$ cat src/rtl/serdes_tx_link_sequencer.sv
// Transmit link sequencer in front of the 8b/10b encoder: comma alignment burst at link-up,
// then upstream bytes or idle commas, with periodic K28.0 clock-compensation skip sets.
module serdes_tx_link_sequencer #(
    parameter int ALIGN_CNT     = 16,
    parameter int SKIP_INTERVAL = 1024,
    parameter int SKIP_LEN      = 2
) (
    input  logic       clk,
    input  logic       rst_n,
    input  logic       link_en,
    input  logic [7:0] s_data,
    input  logic       s_valid,
    output logic       s_ready,
    output logic [7:0] enc_data,
    output logic       enc_k,
    output logic       enc_valid,
    output logic       link_up
);

    localparam int AW = (ALIGN_CNT > 1) ? $clog2(ALIGN_CNT) : 1;
    localparam int SW = $clog2(SKIP_INTERVAL);
    localparam int KW = (SKIP_LEN > 1) ? $clog2(SKIP_LEN) : 1;

    localparam logic [AW-1:0] ALIGN_LAST = AW'(ALIGN_CNT - 1);
    localparam logic [SW-1:0] SYM_LAST   = SW'(SKIP_INTERVAL - 1);
    localparam logic [KW-1:0] SKIP_LAST  = KW'(SKIP_LEN - 1);

    localparam logic [7:0] COMMA    = 8'hBC;
    localparam logic [7:0] SKIP_SYM = 8'h1C;

    typedef enum logic [1:0] {
        ST_OFF,
        ST_ALIGN,
        ST_RUN,
        ST_SKIP
    } state_t;

    state_t          state;
    logic [AW-1:0]   align_cnt;
    logic [SW-1:0]   sym_cnt;
    logic [KW-1:0]   skip_cnt;

    assign s_ready = link_en && (state == ST_RUN);

    // Each cycle issues at most one symbol; it lands on the registered enc_* outputs at the next edge.
    always_ff @(posedge clk or negedge rst_n) begin
        if (!rst_n) begin
            state     <= ST_OFF;
            align_cnt <= '0;
            sym_cnt   <= '0;
            skip_cnt  <= '0;
            enc_data  <= 8'h00;
            enc_k     <= 1'b0;
            enc_valid <= 1'b0;
            link_up   <= 1'b0;
        end else if (!link_en) begin
            state     <= ST_OFF;
            align_cnt <= '0;
            sym_cnt   <= '0;
            skip_cnt  <= '0;
            enc_data  <= 8'h00;
            enc_k     <= 1'b0;
            enc_valid <= 1'b0;
            link_up   <= 1'b0;
        end else begin
            case (state)
                ST_OFF: begin
                    state     <= ST_ALIGN;
                    enc_data  <= 8'h00;
                    enc_k     <= 1'b0;
                    enc_valid <= 1'b0;
                    link_up   <= 1'b0;
                end
                ST_ALIGN: begin
                    enc_data  <= COMMA;
                    enc_k     <= 1'b1;
                    enc_valid <= 1'b1;
                    if (align_cnt == ALIGN_LAST) begin
                        align_cnt <= '0;
                        state     <= ST_RUN;
                        link_up   <= 1'b1;
                    end else begin
                        align_cnt <= align_cnt + AW'(1);
                    end
                end
                ST_RUN: begin
                    enc_valid <= 1'b1;
                    if (s_valid && s_ready) begin
                        enc_data <= s_data;
                        enc_k    <= 1'b0;
                    end else begin
                        enc_data <= COMMA;
                        enc_k    <= 1'b1;
                    end
                    // Idle commas count toward the skip cadence just like data.
                    if (sym_cnt == SYM_LAST) begin
                        sym_cnt <= '0;
                        state   <= ST_SKIP;
                    end else begin
                        sym_cnt <= sym_cnt + SW'(1);
                    end
                end
                ST_SKIP: begin
                    enc_data  <= SKIP_SYM;
                    enc_k     <= 1'b1;
                    enc_valid <= 1'b1;
                    if (skip_cnt == SKIP_LAST) begin
                        skip_cnt <= '0;
                        state    <= ST_RUN;
                    end else begin
                        skip_cnt <= skip_cnt + KW'(1);
                    end
                end
                default: begin
                    state     <= ST_OFF;
                    enc_valid <= 1'b0;
                    link_up   <= 1'b0;
                end
            endcase
        end
    end

endmodule

$ cat config.mk
export PLATFORM = sky130hd
export DESIGN_NAME = serdes_tx_link_sequencer
export DESIGN_NICKNAME = d
export VERILOG_FILES = /design/src/rtl/serdes_tx_link_sequencer.sv
export SDC_FILE = /design/constraint.sdc
export NUM_CORES = 1
export LEC_CHECK = 0
export ABC_AREA = 1
export ABC_CLOCK_PERIOD_IN_PS = 1600
export BUFFER_PORTS_ARGS = -buffer_cell sky130_fd_sc_hd__buf_2
export CORE_MARGIN = 1.5
export CORE_UTILIZATION = 44
export DETAILED_ROUTE_END_ITERATION = 7
export PLACE_DENSITY = 0.7
export SLEW_MARGIN = 20
export SYNTH_ARGS = -nofsm -noshare
export SYNTH_HDL_FRONTEND = slang
export SYNTH_SLANG_ARGS = --single-unit
$ cat constraint.sdc
create_clock -name clk -period 1.6 [get_ports clk]
set_clock_uncertainty 0.15 [all_clocks]
set_input_delay 0.32 -clock clk [delete_from_list [all_inputs] [get_ports clk]]
set_output_delay 0.32 -clock clk [all_outputs]
set_load 0.005 [all_outputs]
# After elaboration in Yosys (flattened, before gate mapping)
# Cells that the tools add are included.
[classes]
n_addsub = 3
n_eq_ne = 12
muxes = 25
reduce_logical = 7
[ops]
columns = ["operator", "count"]
rows = [
  ["8-bit one-hot mux with 4 select lines", 1],
  ["10-bit 2-to-1 mux", 3],
  ["8-bit 2-to-1 mux", 2],
  ["4-bit 2-to-1 mux", 3],
  ["10-bit by 1-bit adder with 10-bit output, second input constant", 1],
  ["10-bit equality test, second input constant", 1],
  ["1-bit 2-to-1 mux", 8],
  ["2-bit 2-to-1 mux", 4],
  ["2-bit one-hot mux with 4 select lines", 1],
  ["2-bit by 1-bit inequality test with 1-bit output, second input constant", 3],
  ["3-bit inequality test, second input constant", 2],
  ["4-bit by 1-bit adder with 4-bit output, second input constant", 1],
  ["2-bit equality test, second input constant", 2],
  ["4-bit equality test, second input constant", 1],
  ["1-bit one-hot mux with 2 select lines", 2],
  ["3-bit by 1-bit inequality test with 1-bit output, second input constant", 1],
  ["3-bit by 2-bit inequality test with 1-bit output, second input constant", 1],
  ["1-bit one-hot mux with 3 select lines", 1],
  ["3-bit AND reduction", 1],
  ["3-bit OR reduction", 1],
  ["2-bit by 1-bit equality test with 1-bit output, second input constant", 1],
  ["1-bit logical AND", 2],
  ["2-bit logical NOT", 1],
  ["2-bit AND reduction", 1],
  ["other kinds (2)", 2],
]
[word_totals]
register_bits = 28
in_bits = 12
out_inout_bits = 12
elab_cells = 55

# Logic depth before layout (Yosys ltp)
# Gate-level depths: netlist of the first run.
[logic_depth]
ltp_word = 6
ltp_mapped = 8

# Worst setup path before layout of the first run
# No wires, ideal clock.
[synth_path]
path_type = "flip-flop to flip-flop"
from = "register sym_cnt[0]"
to = "register sym_cnt[5]"
setup_ps = 116
arrival_ps = 1065
setup_slack_ps = 269
stages_incl_launch_ff = 9
path_buffers = 0
period_less_slack_ps = 1331
cell_sequence = "dfrtp_1 > ha_1 > nand3_2 > nor2_4 > nand2_2 > nand2_4 > inv_2 > nand2_1 > nand2_1"
[synth_between]
elab_chain_cells = 4
word_cells_on_any_way = 5
classes_between = "add/sub: 1; eq/ne: 1; mux: 3"
[synth_rtl]
columns = ["element", "line_no", "rtl"]
rows = [
  ["start, declared", "40", "logic [SW-1:0] sym_cnt;"],
  ["start signal, assigned", "100", "sym_cnt <= sym_cnt + SW'(1);"],
  ["10-bit by 1-bit adder with 10-bit output / 10-bit equality test (equally long branches)", "100, 96", ""],
  ["10-bit 2-to-1 mux (*)", "96", "if (sym_cnt == SYM_LAST) begin"],
  ["10-bit 2-to-1 mux (*)", "66", "case (state)"],
  ["10-bit 2-to-1 mux (*)", "56", "end else if (!link_en) begin"],
]
# Every way passes the cells marked *; elsewhere a longest branch is shown, timed or not. The select of a mux whose other input is x is not followed.
# A chain may end at the register's enable or synchronous reset.

# Worst setup path after layout of the first run
[layout_path]
from = "register state[0]"
to = "output port s_ready"
[layout_between]
elab_chain_cells = 2
[layout_rtl]
columns = ["element", "line_no", "rtl"]
rows = [
  ["start, declared", "38", "state_t state;"],
  ["start signal, assigned", "48", "state <= ST_OFF;"],
  ["start signal, assigned", "57", "state <= ST_OFF;"],
  ["start signal, assigned", "68", "state <= ST_ALIGN;"],
  ["2-bit equality test", "43", "assign s_ready = link_en && (state == ST_RUN);"],
  ["1-bit logical AND", "43", ""],
  ["end, declared", "13", "output logic s_ready,"],
]
# Every way passes these cells.

==> results of run 1 <==
worst max-delay path: cells and delay by family (launching register included):
family / cells / cell delay, ns
flops: 1 / 0.43
simple gates: 2 / 0.14
buf+inv: 2 / 0.19
synthesized netlist by cell type:
master	count
nand3b_1	1
xor2_1	3
and2_1	1
ha_1	2
nand3_1	9
nor2_2	1
dfrtp_1	28
nand4_1	1
nand2_4	1
o21ai_0	15
nand2_1	55
nand2_2	2
clkbuf_8	1
xnor2_1	2
inv_1	22
inv_2	1
nor2_4	2
nand3_2	2
nor2_1	11
registers in the layout, indices dropped and copies added, names as in the netlist:
signal and cells:
link_up 1, sym_cnt 10, skip_cnt 1, enc_k 1
enc_valid 1, state 2, align_cnt 4, enc_data 8
final cells by class:
type | count | area [um^2] | area share
clock buffer | 4 | 36.3 | 0.0233
inverter | 23 | 86.3 | 0.0556
multi-input combinational | 108 | 537 | 0.345
sequential | 28 | 701 | 0.451
tap | 31 | 38.8 | 0.0250
timing repair buffer | 28 | 155 | 0.0998
what timing repair did:
action / 4_1_cts / 5_1_grt
setup endpoints to repair: 1 / 1
pin swaps: 1 / 1
gates resized for setup: 3 / 0
setup buffers: 4 / 0
endpoints found under the hold margin: 28 / 0
hold buffers: 1 / 0
power by group through the flow:
stage / clock (mW) / combinational, mW / sequential, mW
after floorplan: 0 / 0.257 / 0.939
final: 0.339 / 0.517 / 0.923
after CTS: 0.350 / 0.521 / 0.921
after global placement: 0 / 0.438 / 0.932
after global routing: 0.371 / 0.586 / 0.941
after detailed placement: 0 / 0.445 / 0.940
metal layers:
layer | GRT usage | routed length [um]
met5 | 0 | 0
met1 | 0.197 | 1120
met4 | 0.0731 | 39
met2 | 0.299 | 1300
met3 | 0.0469 | 83
logic make-up after synthesis:
logic type               synth area share
AO/OA/AOI/OAI                      0.0564
flip-flops                          0.527
XOR/XNOR                           0.0329
buffers and inverters              0.0753
adder cells (fa/ha/maj)            0.0188
AND/OR/NAND/NOR                     0.290
path summary, 6_finish.rpt:
check,slack [ns],end,depth (start not counted),start
min in group asynchronous,0.36,enc_k$_DFF_PN0_,2,rst_n
hold reg to reg,0.36,link_up$_DFFE_PN0P_,2,link_up$_DFFE_PN0P_
setup / recovery,0.03,s_ready,4,state[0]$_DFFE_PN0P_
max in group asynchronous,0.56,sym_cnt[1]$_DFFE_PN0P_,2,rst_n
hold / removal,0.03,enc_data[2]$_DFF_PN0_,3,s_data[2]
setup reg to reg,0.14,sym_cnt[9]$_DFFE_PN0P_,8,sym_cnt[1]$_DFFE_PN0P_
stage by stage:
step | total power, mW | util | area [um^2] | std cells
after global routing | 1.90 | 0.554 | 1550 | 222
after CTS | 1.79 | 0.554 | 1550 | 222
after floorplan | 1.20 | - | 1330 | 160
final | 1.78 | 0.554 | 1550 | 222
after global placement | 1.37 | 0.524 | 1470 | 213
after detailed placement | 1.39 | 0.524 | 1470 | 213
==> summary.txt, run 1 <==
Fmax: 638 MHz
Layout area overhead: 16.8%
Internal Pwr Total: 1.20 mW
Syn_nets: 174
Number of global-route vias before repair: 1024
MaxCap Viol Count: 0
CP max-delay cell: dfrtp_1
Die area: 3360 um^2
Syn Area/Cell: 8.31 um^2
Routed vias: 1069
Share of cells above drive strength 1: 0.220
DR iter-0 viols: 27
Vias per cell: 4.82
Critical path peak fanout: 2
Die height: 58.0 um
H-tree levels: 1
Starting Density: 0.474
CP arrival: 1.10 ns
VDD IR-drop max: 0.707 mV
Critical Path, Cell by Cell: inv_2, nand2_4, nor2_4, buf_2
CP Launch Type: register
Wire length per cell: 11.5 um
Pin count of the biggest net entering global routing: 29
Max-slew violations: 0
Setup TNS: 0 ns
Crit. End Element: output pin
Drt first pass iters: 4
All-Layer GR Usage: 0.171
Placer Congestion: 0.753
Post-Synthesis Cells: 160
Rows: 19
First-pass GRT wire length: 4310 um
GRT overflow: 0
Num ports: 24
Final Hold Fails: 0
Req. time, crit path: 1.13 ns
NumNets Final: 206
Post-synthesis sequential area ratio: 0.527
FF+latch count, synth: 28
Leakage: 0.878 nW
Final setup violation count: 0
Seq pwr share: 0.519
Max stage delay on crit path: 0.43 ns
Clock Path Buffers: 2
Core Area: 2810 um^2
Tcrit/Tclk final: 0.980
Post-DRT Antenna Nets: 0
Total CTS buffers: 3
Port bufs: 23
Clk pwr share: 0.191
Worst-path clk slew: 0.14 ns
# clock sinks: 28
Power Dens Cells: 1140 nW/um^2
Most frequent cells in the layout: nand2_1 (54), dfrtp_1 (28), buf_2 (23)
Cell Area, Synth: 1330 um^2
Yosys top cell by area: dfrtp_1
Sw Pwr: 582 uW
Synth top area share: 0.527
Die Width: 58.0 um
Worst slew pin tran: 0.595 ns
Sw frac: 0.327
Commonest non-fill, non-tap cell in the layout: nand2_1
Place WS: 0.128 ns
Clock latency on the worst-skew pair: 0.33 ns
Routed WL: 2540 um
Worst setup margin: 0.0317 ns
Setup Crit Path Kind: register to output pin
Max transition margin: 0.604
Minimum clock period: 1.57 ns
Synth area leaders: dfrtp_1 (53%), nand2_1 (16%), inv_1 (6.2%)
# diodes: 0
Combinational power share: 0.290
Filler cells: 269
CTS tree: done
Distinct cell type count after synthesis: 19
Status: completed
Drc violations: 0
Synth warn: 0
Initial antenna violation count: 0
Hpwl dp: 1920 um
RSZ-0062 raised after global routing: true
Clk root buf: clkbuf_4
Hold WC Path Type: input pin to register
WHS: 0.0288 ns
(Power assumes the default switching activity.)
==> inputs of run 2 (changes only) <==
--- a/config.mk
+++ b/config.mk
@@ -8,10 +8,12 @@
 export ABC_AREA = 1
 export ABC_CLOCK_PERIOD_IN_PS = 1600
 export BUFFER_PORTS_ARGS = -buffer_cell sky130_fd_sc_hd__buf_2
+export CORE_ASPECT_RATIO = 0.75
 export CORE_MARGIN = 1.5
-export CORE_UTILIZATION = 44
+export CORE_UTILIZATION = 45
 export DETAILED_ROUTE_END_ITERATION = 7
-export PLACE_DENSITY = 0.7
+export PLACE_DENSITY = 0.72
+export SETUP_SLACK_MARGIN = 0.05
 export SLEW_MARGIN = 20
 export SYNTH_ARGS = -nofsm -noshare
 export SYNTH_HDL_FRONTEND = slang
==> run 2 against run 1 <==
Net effect:
- first-iteration DRC count increased by 100%
- non-clock buffer count increased by 1
- wire length is 3.0% higher
==> summary.txt, run 2 (same netlist as run 1, synthesis figures left out) <==
Setup TNS: 0 ns (unchanged)
Placed insts: 219 (+2.8%)
Initial antenna violation count: 0 (unchanged)
Post-DRT Antenna Nets: 0 (unchanged)
Sw frac: 0.299 (-0.0283)
Clk root buf: clkbuf_8
Combinational power share: 0.259 (-0.031)
Internal Pwr Total: 1.39 mW (+16%)
CP max-delay cell: dfrtp_1
Wire length per cell: 11.5 um (+0.28%)
Critical Path, Cell by Cell: inv_1, nor2_4, buf_2
Routed WL: 2620 um (+3.0%)
NumNets Final: 207 (+0.49%)
MaxCap Viol Count: 0 (unchanged)
Placer Congestion: 0.836 (+11%)
DR iter-0 viols: 54 (+100%)
Rows: 16 (-3)
Commonest non-fill, non-tap cell in the layout: nand2_1
Total CTS buffers: 3 (unchanged)
Final Hold Fails: 0 (unchanged)
Worst-path clk slew: 0.09 ns (-0.05 ns)
Num ports: 24 (unchanged)
# clock sinks: 28 (unchanged)
Clock latency on the worst-skew pair: 0.27 ns (-0.06 ns)
Core Area: 2700 um^2 (-3.7%)
VDD IR-drop max: 0.647 mV (-8.4%)
Die height: 50.1 um (-14%)
Max stage delay on crit path: 0.42 ns (about the same)
Die Width: 65.8 um (+13%)
Most frequent cells in the layout: nand2_1 (54), dfrtp_1 (28), buf_2 (23)
Routed vias: 1095 (+2.4%)
H-tree levels: 1 (unchanged)
Vias per cell: 4.80 (-0.26%)
Post-layout util: 0.600 (+0.0465)
Number of global-route vias before repair: 1043 (+1.9%)
# diodes: 0 (unchanged)
Critical path peak fanout: 4 (+2)
Hold WC Path Type: input pin to register
Layout area overhead: 22.0%
Max reg flops: 10 (unchanged)
Regs by FF count: sym_cnt (10), enc_data (8), align_cnt (4)
Crit. End Element: output pin
Drt first pass iters: 4 (unchanged)
RSZ-0062 raised after global routing: true
Largest reg by FF count: sym_cnt
Power Dens Cells: 1220 nW/um^2 (+6.7%)
Total power: 1.98 mW (+11%)
Pin count of the biggest net entering global routing: 29 (unchanged)
All-Layer GR Usage: 0.173 (+0.00216)
Hpwl dp: 1890 um (-1.7%)
Drc violations: 0 (unchanged)
Max transition margin: 0.592 (-0.0111)
Starting Density: 0.492 (+0.0180)
Leakage: 0.897 nW (+2.1%)
Clock Path Buffers: 2 (unchanged)
CTS tree: done
CP Launch Type: register
Req. time, crit path: 1.13 ns (about the same)
Tcrit/Tclk final: 0.941 (-0.0394)
First-pass GRT wire length: 4390 um (+1.9%)
Minimum clock period: 1.51 ns (-0.0631 ns)
Max-slew violations: 0 (unchanged)
Layout Cells excl Fill: 228 (+2.7%)
Final setup violation count: 0 (unchanged)
Setup Crit Path Kind: register to output pin
Seq pwr share: 0.467 (-0.052)
GRT overflow: 0 (unchanged)
Fmax: 664 MHz (+4.2%)
Share of cells above drive strength 1: 0.229 (+0.00927)
Port bufs: 23 (unchanged)
Worst slew pin tran: 0.611 ns (+0.0167 ns)
Clk pwr share: 0.274 (+0.083)
Sw Pwr: 592 uW (+1.7%)
Status: completed
Post-route cell area: 1620 um^2 (+4.4%)
Placed cell area: 1480 um^2 (+0.94%)
Die area: 3290 um^2 (-2.0%)
CP arrival: 1.04 ns (-0.06 ns)
[run 2: cell types whose count changed in the layout (fill, tap and decap cells not counted)]
cell / previous run / this run
clkbuf_4: 3 / 0
bufinv_16: 0 / 1
nand3_2: 2 / 1
clkbuf_8: 1 / 3
ha_4: 0 / 1
ha_1: 2 / 1
nand3_4: 0 / 1
buf_4: 4 / 5
[run 2: final cells by class]
class / count / area (um^2)
tap: 36 / 45.0
clock buffer: 3 / 41.3
multi-input combinational: 108 / 557
fill: 234 / 1080
inverter: 23 / 86.3
sequential: 28 / 701
timing repair buffer: 29 / 163
clock inverter: 1 / 30.0
[run 2: routing by layer]
layer / routed length [um] / track usage / share of wire / up-vias
met1: 1260 / 0.231 / 0.48 / 512
li1: - / - / - / 558
met4: 13 / 0.0208 / 0.0050 / 0
met5: 0 / 0 / 0 / -
met3: 150 / 0.0548 / 0.057 / 2
met2: 1200 / 0.285 / 0.46 / 23
[run 2: through the flow]
step                      hold WS, ns  worst slack (ns)
after floorplan                -0.126             0.269
after global placement          0.211             0.185
after detailed placement        0.219             0.138
after CTS                      0.0967            0.0612
after global routing            0.105            0.0399
final                           0.101            0.0948
[run 2: power groups by stage]
stage	registers [mW]	logic, mW	clock network (mW)
2_1_floorplan	0.939	0.257	0
3_3_place_gp	0.930	0.438	0
3_5_place_dp	0.937	0.448	0
4_1_cts	0.919	0.487	0.557
5_1_grt	0.943	0.585	0.594
6_report	0.925	0.513	0.543
[run 2: what timing repair did]
item                                   CTS  global route
setup endpoints to repair                1             4
endpoints found under the hold margin   28             0
pin swaps                                1             3
setup buffers                            2             2
gates resized for setup                  2             4
hold buffers                             1             0
[run 2: critical path: cells and delay by family, from the launching register on]
family,cells,cell delay (ns)
buffers and inverters,2,0.22
and+or+nand+nor,1,0.12
DFF,1,0.42
[run 2: worst paths after layout]
path,start,endpoint,slack (ns),cells after the start
setup / recovery,state[1]$_DFFE_PN0P_,s_ready,0.09,3
hold / removal,s_data[0],enc_data[0]$_DFF_PN0_,0.10,3
setup reg to reg,sym_cnt[1]$_DFFE_PN0P_,sym_cnt[9]$_DFFE_PN0P_,0.15,8
hold reg to reg,link_up$_DFFE_PN0P_,link_up$_DFFE_PN0P_,0.34,2
max in group asynchronous,rst_n,sym_cnt[4]$_DFFE_PN0P_,0.46,2
min in group asynchronous,rst_n,enc_data[3]$_DFF_PN0_,0.44,2
==> inputs of run 3 (changes only) <==
--- a/config.mk
+++ b/config.mk
@@ -7,12 +7,12 @@
 export LEC_CHECK = 0
 export ABC_AREA = 1
 export ABC_CLOCK_PERIOD_IN_PS = 1600
-export BUFFER_PORTS_ARGS = -buffer_cell sky130_fd_sc_hd__buf_2
 export CORE_ASPECT_RATIO = 0.75
 export CORE_MARGIN = 1.5
 export CORE_UTILIZATION = 45
 export DETAILED_ROUTE_END_ITERATION = 7
-export PLACE_DENSITY = 0.72
+export DONT_BUFFER_PORTS = 1
+export PLACE_DENSITY = 0.65
 export SETUP_SLACK_MARGIN = 0.05
 export SLEW_MARGIN = 20
 export SYNTH_ARGS = -nofsm -noshare
==> run 3 against run 2 <==
Net effect:
- critical path depth is the same
- power is 4.7% lower
- wire length decreased by 5.1%
- global-route usage down 0.22 points
- via count decreased by 8.9%
- die area is the same
- clock-buffer cell count stayed put
- core utilization is 4.2 points lower
- sequential power up 2%
- critical endpoint unchanged
- largest cell class unchanged
- highest routed layer unchanged
==> summary.txt, run 3 (same netlist as run 1, synthesis figures left out) <==
Max reg flops: 10 (unchanged)
Filler cells: 257 (+9.8%)
Post-route cell area: 1510 um^2 (-6.9%)
Pin count of the biggest net entering global routing: 29 (unchanged)
Drt first pass iters: 4 (unchanged)
Final Hold Fails: 0 (unchanged)
Placed cell area: 1360 um^2 (-8.3%)
DR iter-0 viols: 72 (+33%)
Number of global-route vias before repair: 910 (-13%)
RSZ-0062 raised after global routing: true
Layout area overhead: 13.5%
Hpwl dp: 1810 um (-4.3%)
Worst slew pin tran: 0.484 ns (-0.127 ns)
Wire length per cell: 12.1 um (+5.5%)
Clk root buf: clkbuf_8
Status: completed
Post-DRT Antenna Nets: 0 (unchanged)
Rows: 16 (unchanged)
Regs by FF count: sym_cnt (10), enc_data (8), align_cnt (4)
CP Launch Type: register
CP arrival: 1.03 ns (about the same)
Minimum clock period: 1.50 ns (-0.00520 ns)
Final setup violation count: 0 (unchanged)
Tcrit/Tclk final: 0.938 (-0.00325)
VDD IR-drop max: 1.04 mV (+61%)
Routed vias: 998 (-8.9%)
CTS tree: done
Max transition margin: 0.674 (+0.0813)
Hold WC Path Type: input pin to register
Die height: 50.1 um (unchanged)
# clock sinks: 28 (unchanged)
# diodes: 0 (unchanged)
Initial antenna violation count: 0 (unchanged)
Vias per cell: 4.87 (+1.4%)
H-tree levels: 1 (unchanged)
Layout Cells excl Fill: 205 (-10%)
Placed insts: 195 (-11%)
Starting Density: 0.492 (unchanged)
Share of cells above drive strength 1: 0.118 (-0.111)
All-Layer GR Usage: 0.171 (-0.00219)
Req. time, crit path: 1.13 ns (about the same)
NumNets Final: 184 (-11%)
Placer Congestion: 0.817 (-2.2%)
Largest reg by FF count: sym_cnt
Critical path peak fanout: 5 (+1)
Drc violations: 0 (unchanged)
Die Width: 65.8 um (unchanged)
Commonest non-fill, non-tap cell in the layout: nand2_1
MaxCap Viol Count: 0 (unchanged)
Leakage: 0.794 nW (-11%)
Total CTS buffers: 3 (unchanged)
Crit. End Element: output pin
Max-slew violations: 0 (unchanged)
Worst-path clk slew: 0.09 ns (about the same)
Port bufs: 0 (-100%)
Setup TNS: 0 ns (unchanged)
Fmax: 667 MHz (+0.35%)
Most frequent cells in the layout: nand2_1 (54), dfrtp_1 (28), inv_1 (21)
First-pass GRT wire length: 4260 um (-2.8%)
GRT overflow: 0 (unchanged)
Routed WL: 2480 um (-5.1%)
Power Dens Cells: 1250 nW/um^2 (+2.4%)
Post-layout util: 0.559 (-0.0417)
Clock Path Buffers: 2 (unchanged)
Num ports: 24 (unchanged)
Clock latency on the worst-skew pair: 0.27 ns (about the same)
Core Area: 2700 um^2 (unchanged)
Die area: 3290 um^2 (unchanged)
Setup Crit Path Kind: register to output pin
-- run 3: worst max-delay path: stages, from the launching register on --
cell     delay (ns)
dfrtp_1        0.41
inv_2          0.10
nand2_4        0.06
nor2_4         0.18
-- run 3: where the power goes --
part           switching, mW  internal (mW)
logic                  0.263          0.139
registers             0.0940          0.849
clock network          0.209          0.335
-- run 3: area by class of cell --
class | count | area, um^2 | share of cell area
inverter | 23 | 86.3 | 0.0572
timing repair buffer | 6 | 65.1 | 0.0431
clock buffer | 3 | 41.3 | 0.0273
sequential | 28 | 701 | 0.464
tap | 36 | 45.0 | 0.0298
clock inverter | 1 | 30.0 | 0.0199
multi-input combinational | 108 | 542 | 0.359
-- run 3: repair_timing --
item	CTS	global route
hold buffers	4	0
setup endpoints to repair	1	8
buffers inserted	1	1
endpoints found under the hold margin	30	0
resized for setup	2	3
pin swaps	1	1
-- run 3: layer usage --
| layer | track usage | wire [um] | vias to the layer above |
|---|---|---|---|
| met2 | 0.246 | 1090 | 29 |
| met3 | 0.0502 | 152 | 2 |
| met1 | 0.257 | 1230 | 457 |
| met4 | 0.0313 | 13 | 0 |
| met5 | 0 | 0 | - |
| li1 | - | - | 510 |
-- run 3: final timing paths --
kind                                   startpoint                        to  slack [ns]  cells after the start
min reg2reg                   link_up$_DFFE_PN0P_       link_up$_DFFE_PN0P_        0.37                      2
min in group asynchronous                   rst_n     enc_data[5]$_DFF_PN0_        0.33                      2
max in group asynchronous                   rst_n  align_cnt[3]$_DFFE_PN0P_        0.81                      2
max                          state[0]$_DFFE_PN0P_                   s_ready         0.1                      3
max reg2reg                sym_cnt[0]$_DFFE_PN0P_    sym_cnt[7]$_DFFE_PN0P_        0.17                      8
min                                       link_en    sym_cnt[8]$_DFFE_PN0P_        0.01                      2
-- run 3: stage by stage --
stage | total power, mW | hold WS, ns | setup WS, ns
floorplan | 1.20 | -0.126 | 0.269
global placement | 1.27 | -0.125 | 0.217
detailed placement | 1.28 | -0.125 | 0.128
CTS | 1.88 | 0.00304 | 0.0578
global route | 2.02 | 0.00791 | 0.0259
finish | 1.89 | 0.0120 | 0.0999
